## src/rtl/mask_parity_counter.sv

```systemverilog
// mask_parity_counter: counts, per mask channel, the samples whose masked
// plaintext/ciphertext parity is even. A run collects 'target' samples,
// then waits in DRAIN while the two-stage parity pipeline empties.
module mask_parity_counter #(
    parameter int DATA_WIDTH = 64,
    parameter int NUM_CH     = 4,
    parameter int CNT_WIDTH  = 32
) (
    input  logic                         clk,
    input  logic                         rst,
    input  logic                         start,
    input  logic [CNT_WIDTH-1:0]         target,
    input  logic [NUM_CH*DATA_WIDTH-1:0] mask_in,
    input  logic [NUM_CH*DATA_WIDTH-1:0] mask_out,
    input  logic                         in_valid,
    input  logic [DATA_WIDTH-1:0]        message,
    input  logic [DATA_WIDTH-1:0]        cipher,
    output logic                         in_ready,
    output logic                         busy,
    output logic                         done,
    output logic [NUM_CH*CNT_WIDTH-1:0]  counts,
    output logic [CNT_WIDTH-1:0]         accepted
);

    // Number of 6-bit groups; the last (LSB-side) group may be short.
    localparam int NGRP = (DATA_WIDTH + 5) / 6;

    typedef enum logic [1:0] {IDLE, RUN, DRAIN, DONE} state_t;

    state_t                       state, next_state;
    logic                         drain_cnt;
    logic [CNT_WIDTH-1:0]         target_q;
    logic [NUM_CH*DATA_WIDTH-1:0] mask_in_q, mask_out_q;
    logic [CNT_WIDTH-1:0]         accepted_q;
    logic [CNT_WIDTH-1:0]         cnt [NUM_CH];

    logic [NGRP-1:0]              grp_c  [NUM_CH];
    logic [NGRP-1:0]              grp_p1 [NUM_CH];
    logic                         vld_p1;
    logic [NUM_CH-1:0]            par_p2;
    logic                         vld_p2;

    logic                         start_run, accept, last_accept;

    // Group parities, group 0 holding the MSBs.
    function automatic logic [NGRP-1:0] group_parity(input logic [DATA_WIDTH-1:0] x);
        logic [NGRP-1:0] g;
        g = '0;
        for (int b = 0; b < DATA_WIDTH; b++) begin
            g[(DATA_WIDTH - 1 - b) / 6] ^= x[b];
        end
        return g;
    endfunction

    assign start_run   = start && (state == IDLE || state == DONE);
    assign accept      = in_valid && in_ready;
    assign last_accept = accept && ((accepted_q + CNT_WIDTH'(1)) == target_q);

    // State register
    always_ff @(posedge clk) begin
        if (rst) state <= IDLE;
        else     state <= next_state;
    end

    // Next-state logic
    always_comb begin
        next_state = state;
        case (state)
            IDLE, DONE: if (start) next_state = (target == '0) ? DONE : RUN;
            RUN:        if (last_accept) next_state = DRAIN;
            DRAIN:      if (drain_cnt) next_state = DONE;
            default:    next_state = IDLE;
        endcase
    end

    // Output decode from state
    always_comb begin
        in_ready = (state == RUN);
        busy     = (state == RUN) || (state == DRAIN);
        done     = (state == DONE);
    end

    // Second-cycle marker for the two-cycle DRAIN
    always_ff @(posedge clk) begin
        if (rst) drain_cnt <= 1'b0;
        else     drain_cnt <= (state == DRAIN) && !drain_cnt;
    end

    // Run parameters are captured only when a run starts
    always_ff @(posedge clk) begin
        if (start_run) begin
            target_q   <= target;
            mask_in_q  <= mask_in;
            mask_out_q <= mask_out;
        end
    end

    // Per-channel masked combination split into group parities
    always_comb begin
        for (int k = 0; k < NUM_CH; k++) begin
            grp_c[k] = group_parity((message & mask_in_q[k*DATA_WIDTH +: DATA_WIDTH]) ^
                                    (cipher  & mask_out_q[k*DATA_WIDTH +: DATA_WIDTH]));
        end
    end

    // Stage 1: group parities of the accepted sample
    always_ff @(posedge clk) begin
        if (rst) vld_p1 <= 1'b0;
        else     vld_p1 <= accept;
        for (int k = 0; k < NUM_CH; k++) grp_p1[k] <= grp_c[k];
    end

    // Stage 2: full parity per channel
    always_ff @(posedge clk) begin
        if (rst) vld_p2 <= 1'b0;
        else     vld_p2 <= vld_p1;
        for (int k = 0; k < NUM_CH; k++) par_p2[k] <= ^grp_p1[k];
    end

    // Acceptance and hit counters
    always_ff @(posedge clk) begin
        if (rst || start_run) begin
            accepted_q <= '0;
            for (int k = 0; k < NUM_CH; k++) cnt[k] <= '0;
        end else begin
            if (accept) accepted_q <= accepted_q + CNT_WIDTH'(1);
            if (vld_p2) begin
                for (int k = 0; k < NUM_CH; k++) begin
                    if (!par_p2[k]) cnt[k] <= cnt[k] + CNT_WIDTH'(1);
                end
            end
        end
    end

    // Pack channel counters onto the output bus
    always_comb begin
        counts = '0;
        for (int k = 0; k < NUM_CH; k++) counts[k*CNT_WIDTH +: CNT_WIDTH] = cnt[k];
    end

    assign accepted = accepted_q;

endmodule

```

## config.mk

```make
export PLATFORM = sky130hd
export DESIGN_NAME = mask_parity_counter
export DESIGN_NICKNAME = d
export VERILOG_FILES = /design/src/rtl/mask_parity_counter.sv
export SDC_FILE = /design/constraint.sdc
export NUM_CORES = 1
export LEC_CHECK = 0
export CORE_AREA = 3 3 321 323
export CTS_CLUSTER_DIAMETER = 30
export DETAILED_ROUTE_END_ITERATION = 12
export DIE_AREA = 0 0 324 326
export HOLD_SLACK_MARGIN = 0.1
export PLACE_DENSITY = 0.61
export REMOVE_ABC_BUFFERS = 1
export SLEW_MARGIN = 20
export SYNTH_ARGS = -nofsm -noshare
export SYNTH_HDL_FRONTEND = slang
export SYNTH_SLANG_ARGS = --single-unit
```

## constraint.sdc

```tcl
create_clock -name clk -period 29.3 [get_ports clk]
set_input_delay 7.325 -clock clk [delete_from_list [all_inputs] [get_ports clk]]
set_output_delay 7.325 -clock clk [all_outputs]
set_load 0.01 [all_outputs]
```

==> flow_metrics.py, run 1 <==
metrics = {
    "setup_path": {
        "timing.critical_path.slowest_stage_cell": "sky130_fd_sc_hd__buf_4",
        "r2r_setup_slack_ns": 24.61,
        "cp.required_ns": 29.66,
        "critPathMostFrequentCell": "sky130_fd_sc_hd__buf_4",
        "startpoint_type": "input port",
        "critPathKind": "in2reg",
        "crit_chain": "clkdlybuf4s50_1 -> and2_4 -> buf_4 -> buf_4 -> buf_4",
        "crit_path_max_incr_delay_ns": 0.91,
        "crit_buf_inv": 4,
        "data_arrival_time_of_the_critical_path_ns": 11.41,
        "reg2reg_depth": 6,
        "cp-end-kind": "flip-flop",
        "r2r-start": "state[0]",
        "cp_delay_by_family_top": "buffers and inverters",
        "cp_max_fo": 78,
        "timing.rr.end": "mask_in_q[92]",
    },
    "finish": {
        "count_of_placed_standard_cells_in_the_final_layout_fillers_left_out": 5082,
        "post-route-cell-area_um2": 49600,
        "post_route_cells_drive_above_1_share_pct": 8.96,
        "layout.nets": 4287,
        "syn2layout_area_growth_pct": 49.6,
    },
    "clock_network": {
        "clk_lat_worst_skew_ns": 0.74,
        "post-cts-setup-buffer-count": 0,
        "ctsResizeCount": 0,
        "clock_path_buffers": 3,
        "cts.hold.buffers_added": 0,
        "cts_root_buf": "sky130_fd_sc_hd__clkbuf_16",
        "clock_tree.htree_level_count": 4,
        "numCtsBuffers": 187,
        "clkTransAtPathRegs_ns": 0.04,
        "clock_tree_from_tritoncts": "done",
        "cts.sinks": 757,
    },
    "timing": {
        "worst_pin_slew_ns": 1.07,
        "achievable-frequency_mhz": 90.5,
        "timing.slew.headroom_pct": 28.5,
        "hold_viol_final": 0,
        "final-max-slew-violation-count": 0,
        "rsz0062_at_grt": "false",
        "setup_total_negative_slack_ns": 0,
        "final.setup_skew_ns": 0.0316,
        "timing.final.crit_share_pct": 37.7,
        "layout_min_cycle_time_ns": 11.05,
        "fin_worst_hold_slack_ns": 0.444,
        "post-route-worst-setup-slack_ns": 18.25,
        "setup_violations": 0,
    },
    "die": {
        "die_w_um": 324,
        "ios": 839,
        "row_count": 116,
        "core-area_um2": 100000,
        "floorplan.initialDensity_pct": 33.1,
        "floorplan.die.height_um": 326,
        "die_area_um2": 106000,
    },
    "placed_design": {
        "cell_total_after_placement": 4711,
        "placement.cell_area_um2": 43100,
        "place_ws_ns": 17.42,
        "hpwlAfterDp_um": 82900,
        "port_buffers": 838,
        "place.gp.congestion": 0.863,
    },
    "grt": {
        "grt.overflow.total": 0,
        "antenna_found_initial": 38,
        "first_global_vias": 23735,
        "pin_count_of_the_biggest_net_entering_global_routing": 84,
        "gr-usage-all-layers_pct": 19.9,
        "grt_pass1_wl_um": 152000,
    },
    "synthesis": {
        "syn_avg_cell_area_um2": 12.7,
        "syn_inst": 2605,
        "number_of_flops_mapped_to_enable_cells_by_yosys": 672,
        "async_reset_ff_share_pct": 0,
        "synthDominantCellAreaShare_pct": 60.9,
        "synthTopCellsByArea": "sky130_fd_sc_hd__edfxtp_1 61%, sky130_fd_sc_hd__xnor2_1 12%, sky130_fd_sc_hd__nand2_1 6.7%",
        "synth_area_um2": 33100,
        "ys.flop_type": "sky130_fd_sc_hd__edfxtp_1",
        "post_synth_num_cell_types": 55,
        "synth_seq_area_share_pct": 66.0,
        "list_of_most_frequent_post_synthesis_cells": "672 x sky130_fd_sc_hd__edfxtp_1, 590 x sky130_fd_sc_hd__nand2_1, 468 x sky130_fd_sc_hd__xnor2_1",
        "ys_warn_count": 0,
        "synthDominantAreaCellType": "sky130_fd_sc_hd__edfxtp_1",
        "postSynthRegisterBits": 757,
        "yosys.cell_count.top_type": "sky130_fd_sc_hd__edfxtp_1",
    },
    "pwr": {
        "power-per-cell-area_nw_per_um2": 98.8,
        "max-vdd-ir-drop_mv": 0.0652,
        "static-leakage-power_uw": 0.0173,
    },
    "route": {
        "viasPerCell": 4.51,
        "vias": 22922,
        "met2WireLength_um": 54700,
        "drt_pass1_iterations": 5,
        "drt-met1-wl_um": 40700,
        "post_drt_wl_per_cell_um": 21.0,
        "drc_errors": 0,
        "wl_met3_um": 8160,
        "detail_route.iter0.violations": 1246,
        "wl_um": 107000,
        "highest-signal-layer": "met5",
        "ant_nets": 0,
    },
    "min_path": {
        "min_to": "vld_p2",
        "start_point_of_the_worst_min_delay_path": "vld_p1",
        "min_delay_path_depth": 1,
        "hold_class": "reg2reg",
    },
    "job": {
        "timing.max_cap.violations": 0,
    },
    "outcome": {
        "run_status": "complete, no violations",
    },
}
## final cells by class
cell class | count | area [um^2]
Antenna cell | 23 | 57.6
Clock buffer | 218 | 4910
Clock inverter | 130 | 1510
Fill cell | 8800 | 50600
Inverter | 23 | 86.3
Multi-Input combinational cell | 1786 | 11100
Sequential cell | 757 | 21900
Tap cell | 1298 | 1620
Timing Repair Buffer | 847 | 8460
## layer usage
layer	global-route usage (%)	vias to the layer above
met1	22.6	10825
met4	7.08	18
met2	34.7	839
li1	-	11068
met3	6.42	172
met5	0	-
## worst register-to-register path, cell delays in order (launching register included)
cell                      delay [ns]
sky130_fd_sc_hd__dfxtp_1        0.38
sky130_fd_sc_hd__inv_1          0.08
sky130_fd_sc_hd__ha_1           0.32
sky130_fd_sc_hd__and2_4         0.69
sky130_fd_sc_hd__buf_4          0.90
sky130_fd_sc_hd__buf_4          0.93
sky130_fd_sc_hd__buf_4          0.95
## sequential cells by signal (all words and copies together) (netlist names), 2 cells and up
register	cells
cnt	128
par_p2	4
target_q	32
accepted	32
grp_p1	44
mask_out_q	256
state	2
mask_in_q	256
## worst max path at each step
stage	start	end	slack, ns	cells past startpoint
5_1_grt	start	mask_in_q[32]	17.99	5
6_report	start	mask_in_q[92]	18.25	5
3_3_place_gp	start	mask_out_q[186]	17.47	5
3_5_place_dp	start	mask_out_q[186]	17.42	5
4_1_cts	start	mask_in_q[32]	18.25	5
2_1_floorplan	start	cnt[0][0]	6.57	3
## cells by family after synthesis
kind of cell	synth area share [%]
XOR/XNOR	18.1
AND/OR/NAND/NOR	13.4
adder cells (fa/ha/maj)	0.340
flip-flops	66.0
multiplexers	0.136
AO/OA/AOI/OAI	1.27
buffers and inverters	0.740
## through the flow
stage	total power (uW)	util [%]
2_1_floorplan	2520	-
3_3_place_gp	2870	43.0
3_5_place_dp	2880	43.0
4_1_cts	4980	49.5
5_1_grt	5140	49.5
6_report	4900	49.5
## cells in the final DEF (no fill, tap or decap), types with 4 or more instances in the layout
cell type,count
sky130_fd_sc_hd__edfxtp_1,672
sky130_fd_sc_hd__dfxtp_1,85
sky130_fd_sc_hd__nand4_1,34
sky130_fd_sc_hd__clkbuf_1,24
sky130_fd_sc_hd__a21oi_1,24
sky130_fd_sc_hd__or3_1,20
sky130_fd_sc_hd__or2_2,5
sky130_fd_sc_hd__nor4_1,15
sky130_fd_sc_hd__nand3_1,61
sky130_fd_sc_hd__xnor2_1,468
sky130_fd_sc_hd__nor2_1,186
sky130_fd_sc_hd__clkinv_1,23
sky130_fd_sc_hd__xor2_1,217
sky130_fd_sc_hd__and4_1,10
sky130_fd_sc_hd__clkinv_4,13
sky130_fd_sc_hd__inv_1,23
sky130_fd_sc_hd__nand2_1,590
sky130_fd_sc_hd__nor2b_1,8
sky130_fd_sc_hd__inv_6,16
sky130_fd_sc_hd__buf_4,9
sky130_fd_sc_hd__or3_2,4
sky130_fd_sc_hd__and3_1,30
sky130_fd_sc_hd__and2_1,9
sky130_fd_sc_hd__ha_1,9
sky130_fd_sc_hd__clkinv_2,31
sky130_fd_sc_hd__nor3_1,23
sky130_fd_sc_hd__clkdlybuf4s50_1,838
sky130_fd_sc_hd__o21ai_0,24
sky130_fd_sc_hd__clkinvlp_4,16
sky130_fd_sc_hd__diode_2,23
sky130_fd_sc_hd__bufinv_16,25
sky130_fd_sc_hd__clkbuf_16,191
## power breakdown
group | internal (uW) | switching (uW)
Sequential | 1560 | 138
Combinational | 513 | 616
Clock | 1420 | 653
(Power assumes the default switching activity.)
==> inputs of run 2 (changes only) <==
--- a/config.mk
+++ b/config.mk
@@ -5,10 +5,10 @@
 export SDC_FILE = /design/constraint.sdc
 export NUM_CORES = 1
 export LEC_CHECK = 0
-export CORE_AREA = 3 3 321 323
+export CORE_AREA = 3 3 329 331
 export CTS_CLUSTER_DIAMETER = 30
 export DETAILED_ROUTE_END_ITERATION = 12
-export DIE_AREA = 0 0 324 326
+export DIE_AREA = 0 0 332 334
 export HOLD_SLACK_MARGIN = 0.1
 export PLACE_DENSITY = 0.61
 export REMOVE_ABC_BUFFERS = 1
==> constraint.sdc (replaced) <==
create_clock -name clk -period 9 [get_ports clk]
set_input_delay 2.25 -clock clk [delete_from_list [all_inputs] [get_ports clk]]
set_output_delay 2.25 -clock clk [all_outputs]
set_load 0.01 [all_outputs]
==> run 2 against run 1 <==
Effect of this change: design area grew 0.42%; flip-flop and latch count is the same; setup slack lost 14 ns; cell count grew 1.8%; sequential power grew to 3.3 times the previous value; register-to-register slack lost 19 ns.
==> flow_metrics.py, run 2 (synthesis gave the netlist of run 1 again) <==
metrics = {
    "finish": {
        "post_route_cells_drive_above_1_share_pct": 8.90,
        "largestRegisters": "mask_in_q x256, mask_out_q x256, cnt x128",
        "syn2layout_area_growth_pct": 50.2,
        "layout.nets": 4286,
        "mostFrequentLayoutCell": "sky130_fd_sc_hd__clkdlybuf4s50_1",
        "layout.cells.most_common_list": "838 x sky130_fd_sc_hd__clkdlybuf4s50_1, 672 x sky130_fd_sc_hd__edfxtp_1, 590 x sky130_fd_sc_hd__nand2_1, 468 x sky130_fd_sc_hd__xnor2_1, 217 x sky130_fd_sc_hd__xor2_1",
    },
    "placed_design": {
        "place.gp.congestion": 0.865,
        "place_ws_ns": 3.54,
        "port_buffers": 838,
        "hpwlAfterDp_um": 84400,
    },
    "grt": {
        "first_global_vias": 23673,
        "grt_use_met3_pct": 6.20,
        "grt_use_met1_pct": 21.5,
        "gr-max-usage-layer": "met2",
        "grt_pass1_wl_um": 155000,
        "antenna_found_initial": 39,
        "gr-usage-all-layers_pct": 19.1,
        "m2_gr_usage_pct": 33.8,
        "grt.overflow.total": 0,
        "pin_count_of_the_biggest_net_entering_global_routing": 167,
    },
    "clock_network": {
        "numCtsBuffers": 188,
        "clkTransAtPathRegs_ns": 0.04,
        "post-cts-setup-buffer-count": 0,
        "cts.hold.buffers_added": 0,
        "cts.sinks": 757,
        "ctsResizeCount": 0,
        "clock_path_buffers": 3,
        "clock_tree_from_tritoncts": "done",
        "clk_lat_worst_skew_ns": 0.75,
        "cts_root_buf": "sky130_fd_sc_hd__clkbuf_16",
        "clock_tree.htree_level_count": 4,
    },
    "timing": {
        "timing.final.crit_share_pct": 52.9,
        "worst_pin_slew_ns": 1.30,
        "final-max-slew-violation-count": 0,
        "post-route-worst-setup-slack_ns": 4.24,
        "achievable-frequency_mhz": 210,
        "setup_violations": 0,
        "hold_viol_final": 0,
        "rsz0062_at_grt": "false",
        "final.setup_skew_ns": 0.0276,
        "layout_min_cycle_time_ns": 4.76,
        "timing.slew.headroom_pct": 13.3,
    },
    "route": {
        "post_drt_wl_per_cell_um": 21.0,
        "viasPerCell": 4.44,
        "ant_nets": 0,
        "drt_pass1_iterations": 5,
        "detail_route.iter0.violations": 1385,
        "drc_errors": 0,
        "vias": 22984,
        "wl_um": 109000,
    },
    "pwr": {
        "share_seq_of_total_power_pct": 34.7,
        "static-leakage-power_uw": 0.0173,
        "sw_ratio_pct": 28.7,
        "power-per-cell-area_nw_per_um2": 322,
        "share_clk_of_total_power_pct": 42.4,
        "p_comb_share_pct": 22.9,
        "cellInternalPower_uw": 11400,
        "power.total_uw": 16000,
        "max-vdd-ir-drop_mv": 0.204,
        "power.net_switching_uw": 4600,
    },
    "setup_path": {
        "cp_delay_by_family_top": "buffers and inverters",
        "cp-end-kind": "flip-flop",
        "startpoint_type": "input port",
        "reg2reg_depth": 5,
        "timing.critical_path.slowest_stage_cell": "sky130_fd_sc_hd__buf_4",
        "setup.worst_path.end": "mask_in_q[2]",
        "crit_path_max_incr_delay_ns": 0.93,
        "cp-startpoint": "start",
        "crit_chain": "clkdlybuf4s50_1 -> and2_4 -> buf_12 -> buf_4",
        "data_arrival_time_of_the_critical_path_ns": 5.11,
        "r2r_setup_slack_ns": 5.47,
        "timing.rr.end": "mask_in_q[2]",
        "crit_buf_inv": 3,
        "r2r-start": "state[0]",
        "critical_path_cell_count": 4,
        "cp_max_fo": 166,
        "critPathKind": "in2reg",
        "cp.required_ns": 9.35,
    },
    "min_path": {
        "min_delay_path_depth": 1,
        "hold_class": "reg2reg",
    },
    "die": {
        "floorplan.die.height_um": 334,
        "core-area_um2": 105000,
        "floorplan.initialDensity_pct": 31.4,
        "die_area_um2": 111000,
        "ios": 839,
        "row_count": 119,
        "die_w_um": 332,
    },
    "job": {
        "timing.max_cap.violations": 0,
    },
    "outcome": {
        "run_status": "complete, no violations",
    },
}
## run 2: cell count changes in the layout (fill, tap and decap cells not counted), moves of 3 or more
cell and delta:
sky130_fd_sc_hd__buf_4 -4, sky130_fd_sc_hd__clkbuf_1 +9, sky130_fd_sc_hd__clkbuf_8 +9, sky130_fd_sc_hd__clkinv_1 -3, sky130_fd_sc_hd__clkinv_4 -7, sky130_fd_sc_hd__clkinvlp_4 +4, sky130_fd_sc_hd__diode_2 -4, sky130_fd_sc_hd__inv_6 -11
## run 2: final cells by class
cell class | count | area [um^2]
repair buffers | 845 | 8470
clock inverters | 117 | 1420
diodes | 19 | 47.5
multi-input cells | 1786 | 11100
well taps | 1391 | 1740
inverters | 23 | 86.3
flip-flops and latches | 757 | 21900
fillers | 9408 | 55600
clock buffers | 237 | 5090
## run 2: metrics by stage
step	setup TNS (ns)	instance area [um^2]	util [%]	std cells	hold WS (ns)
2_1_floorplan	-5876.79	33000	-	2566	0.414
3_3_place_gp	0	43200	41.0	4802	0.459
3_5_place_dp	0	43200	41.0	4802	0.452
4_1_cts	0	49700	47.2	5156	0.479
5_1_grt	0	49800	47.2	5169	0.493
6_report	0	49800	47.2	5175	0.472
## run 2: worst min-delay path by stage
stage / endpoint / slack (ns) / start
6_report: vld_p2 / 0.47 / vld_p1
5_1_grt: vld_p2 / 0.49 / vld_p1
4_1_cts: vld_p2 / 0.48 / vld_p1
3_5_place_dp: vld_p2 / 0.45 / vld_p1
3_3_place_gp: vld_p2 / 0.46 / vld_p1
2_1_floorplan: vld_p2 / 0.41 / vld_p1
## run 2: worst register-to-register path, delay by kind of cell (launching register included)
kind | cells | cell delay [ns]
fa+ha+maj | 1 | 0.30
simple gates | 1 | 0.46
flops | 1 | 0.38
buf+inv | 3 | 1.99
## run 2: power by group through the flow
stage               combinational, uW  clock, uW  sequential [uW]
floorplan                        1890          0             5670
CTS                              3790       6920             5560
finish                           3680       6790             5550
global placement                 3750          0             5590
global route                     4000       7110             5650
detailed placement               3770          0             5600
## run 2: layer usage
metal	routed length [um]	vias up	part of all wire, %
met3	8110	181	7.5
met4	2350	26	2.2
met2	56200	788	52
met1	41600	10918	38
met5	181	-	0.17
li1	-	11071	-
==> inputs of run 3 (changes only) <==
==> constraint.sdc (replaced) <==
create_clock -name clk -period 4.2 [get_ports clk]
set_input_delay 1.05 -clock clk [delete_from_list [all_inputs] [get_ports clk]]
set_output_delay 1.05 -clock clk [all_outputs]
set_load 0.01 [all_outputs]
==> run 3 against run 2 <==
Effect of this change: clock power increased by 120%; clock-buffer cell count decreased by 13; sequential share of layout area decreased by 0.30 points; register-to-register slack got worse by 4.4 ns; non-clock buffer count increased by 17; clock skew increased by 0.033 ns; cell count increased by 0.29%; core utilization increased by 0.32 points; critical path depth unchanged; global-route usage increased by 0.073 points; combinational power increased by 120%; sequential power increased by 110%; highest routed layer unchanged.
==> flow_metrics.py, run 3 (synthesis gave the netlist of run 1 again) <==
metrics = {
    "outcome": {
        "run_status": "complete, no violations",
    },
    "clock_network": {
        "clock_tree_from_tritoncts": "done",
        "post-cts-setup-buffer-count": 0,
        "numCtsBuffers": 188,
        "clock_path_buffers": 3,
        "clkTransAtPathRegs_ns": 0.04,
        "clk_lat_worst_skew_ns": 0.75,
        "clock_tree.htree_level_count": 4,
        "ctsResizeCount": 0,
        "cts.hold.buffers_added": 0,
        "cts_root_buf": "sky130_fd_sc_hd__clkbuf_16",
        "cts.sinks": 757,
    },
    "die": {
        "ios": 839,
        "row_count": 119,
        "core-area_um2": 105000,
        "die_area_um2": 111000,
        "die_w_um": 332,
        "floorplan.initialDensity_pct": 31.4,
        "floorplan.die.height_um": 334,
    },
    "pwr": {
        "static-leakage-power_uw": 0.0175,
        "power-per-cell-area_nw_per_um2": 697,
        "max-vdd-ir-drop_mv": 0.415,
        "power.total_uw": 35000,
    },
    "timing": {
        "rsz0062_at_grt": "false",
        "achievable-frequency_mhz": 312,
        "final-max-slew-violation-count": 0,
        "hold_viol_final": 0,
        "worst_pin_slew_ns": 1.14,
        "layout_min_cycle_time_ns": 3.20,
        "timing.final.crit_share_pct": 76.3,
        "final.setup_skew_ns": 0.0605,
        "setup_violations": 0,
        "setup_total_negative_slack_ns": 0,
        "timing.slew.headroom_pct": 23.7,
        "fin_worst_hold_slack_ns": 0.446,
    },
    "finish": {
        "largestRegisters": "mask_in_q x256, mask_out_q x256, cnt x128",
        "post-route-cell-area_um2": 50100,
        "syn2layout_area_growth_pct": 51.2,
        "layout.nets": 4303,
        "post_route_cells_drive_above_1_share_pct": 9.24,
        "mostFrequentLayoutCell": "sky130_fd_sc_hd__clkdlybuf4s50_1",
        "fin_util_pct": 47.6,
        "layout.cells.most_common_list": "838 x sky130_fd_sc_hd__clkdlybuf4s50_1, 672 x sky130_fd_sc_hd__edfxtp_1, 590 x sky130_fd_sc_hd__nand2_1, 468 x sky130_fd_sc_hd__xnor2_1, 217 x sky130_fd_sc_hd__xor2_1",
    },
    "route": {
        "drt_pass1_iterations": 7,
        "ant_nets": 0,
        "wl_um": 109000,
        "vias": 23135,
        "viasPerCell": 4.46,
        "detail_route.iter0.violations": 1510,
        "drc_errors": 0,
        "post_drt_wl_per_cell_um": 21.0,
    },
    "grt": {
        "gr-usage-all-layers_pct": 19.1,
        "grt_pass1_wl_um": 155000,
        "antenna_found_initial": 38,
        "pin_count_of_the_biggest_net_entering_global_routing": 179,
        "first_global_vias": 23861,
        "grt.overflow.total": 0,
    },
    "job": {
        "timing.max_cap.violations": 0,
    },
    "setup_path": {
        "data_arrival_time_of_the_critical_path_ns": 2.15,
        "cp-end-kind": "output port",
        "critPathMostFrequentCell": "sky130_fd_sc_hd__inv_1",
        "critPathKind": "reg2out",
        "timing.critical_path.slowest_stage_cell": "sky130_fd_sc_hd__clkdlybuf4s50_1",
        "crit_chain": "inv_1 -> ha_1 -> inv_1 -> clkdlybuf4s50_1",
        "cp_max_fo": 4,
        "startpoint_type": "flip-flop",
        "crit_buf_inv": 3,
        "crit_path_max_incr_delay_ns": 0.55,
        "cp_delay_by_family_top": "buffers and inverters",
        "cp.required_ns": 3.15,
    },
    "placed_design": {
        "place.gp.congestion": 0.868,
        "port_buffers": 838,
        "hpwlAfterDp_um": 85200,
        "placement.cell_area_um2": 43400,
    },
    "min_path": {
        "hold_class": "reg2reg",
    },
}
run 3: changes by cell type in the layout (fill, tap and decap cells not counted), sizes merged:
| cell | previous run | this run |
|---|---|---|
| buf | 7 | 24 |
| clkbuf | 237 | 224 |
| bufinv | 23 | 35 |
| clkinvlp | 20 | 16 |
| diode | 19 | 21 |
| clkinv | 66 | 67 |
run 3: final cells by class:
class / instances / area [um^2]
Antenna cell: 21 / 52.6
Clock buffer: 224 / 4940
Clock inverter: 126 / 1750
Fill cell: 9519 / 55300
Inverter: 23 / 86.3
Multi-Input combinational cell: 1786 / 11100
Sequential cell: 757 / 21900
Tap cell: 1391 / 1740
Timing Repair Buffer: 862 / 8630
run 3: worst reg2reg max path, cell delays in order, from the launching register on:
cell and delay (ns):
sky130_fd_sc_hd__dfxtp_1 0.48, sky130_fd_sc_hd__ha_1 0.29, sky130_fd_sc_hd__nand3_2 0.23, sky130_fd_sc_hd__nor4_4 0.52
sky130_fd_sc_hd__nand4bb_1 0.17, sky130_fd_sc_hd__xnor2_1 0.16, sky130_fd_sc_hd__nand4_1 0.12, sky130_fd_sc_hd__nor4_2 0.50
sky130_fd_sc_hd__a41o_1 0.29, sky130_fd_sc_hd__mux2_4 0.30
run 3: through the flow:
step / setup slack (ns) / std cells
final: 0.996 / 5190
after global routing: 0.808 / 5184
after CTS: 0.904 / 5169
after detailed placement: 0.710 / 4819
after global placement: 0.709 / 4819
after floorplan: -12.25 / 2566
run 3: final timing paths:
kind | startpoint | end | slack (ns) | cells after the start
max | state[0] | busy | 1.0 | 4
min | vld_p1 | vld_p2 | 0.45 | 1
max reg2reg | accepted[0] | state[0] | 1.04 | 9
min reg2reg | vld_p1 | vld_p2 | 0.45 | 1
run 3: metal layers:
metal / part of all wire [%] / GRT usage [%]
met1: 38 / 21.5
met3: 7.8 / 6.33
met2: 51 / 33.7
met5: 0.18 / 0
met4: 2.6 / 7.31
run 3: power by group:
group	internal, uW	leakage, uW	switching (uW)
clock	10500	0.00323	4550
combinational	3660	0.00700	4370
sequential	10900	0.00725	967
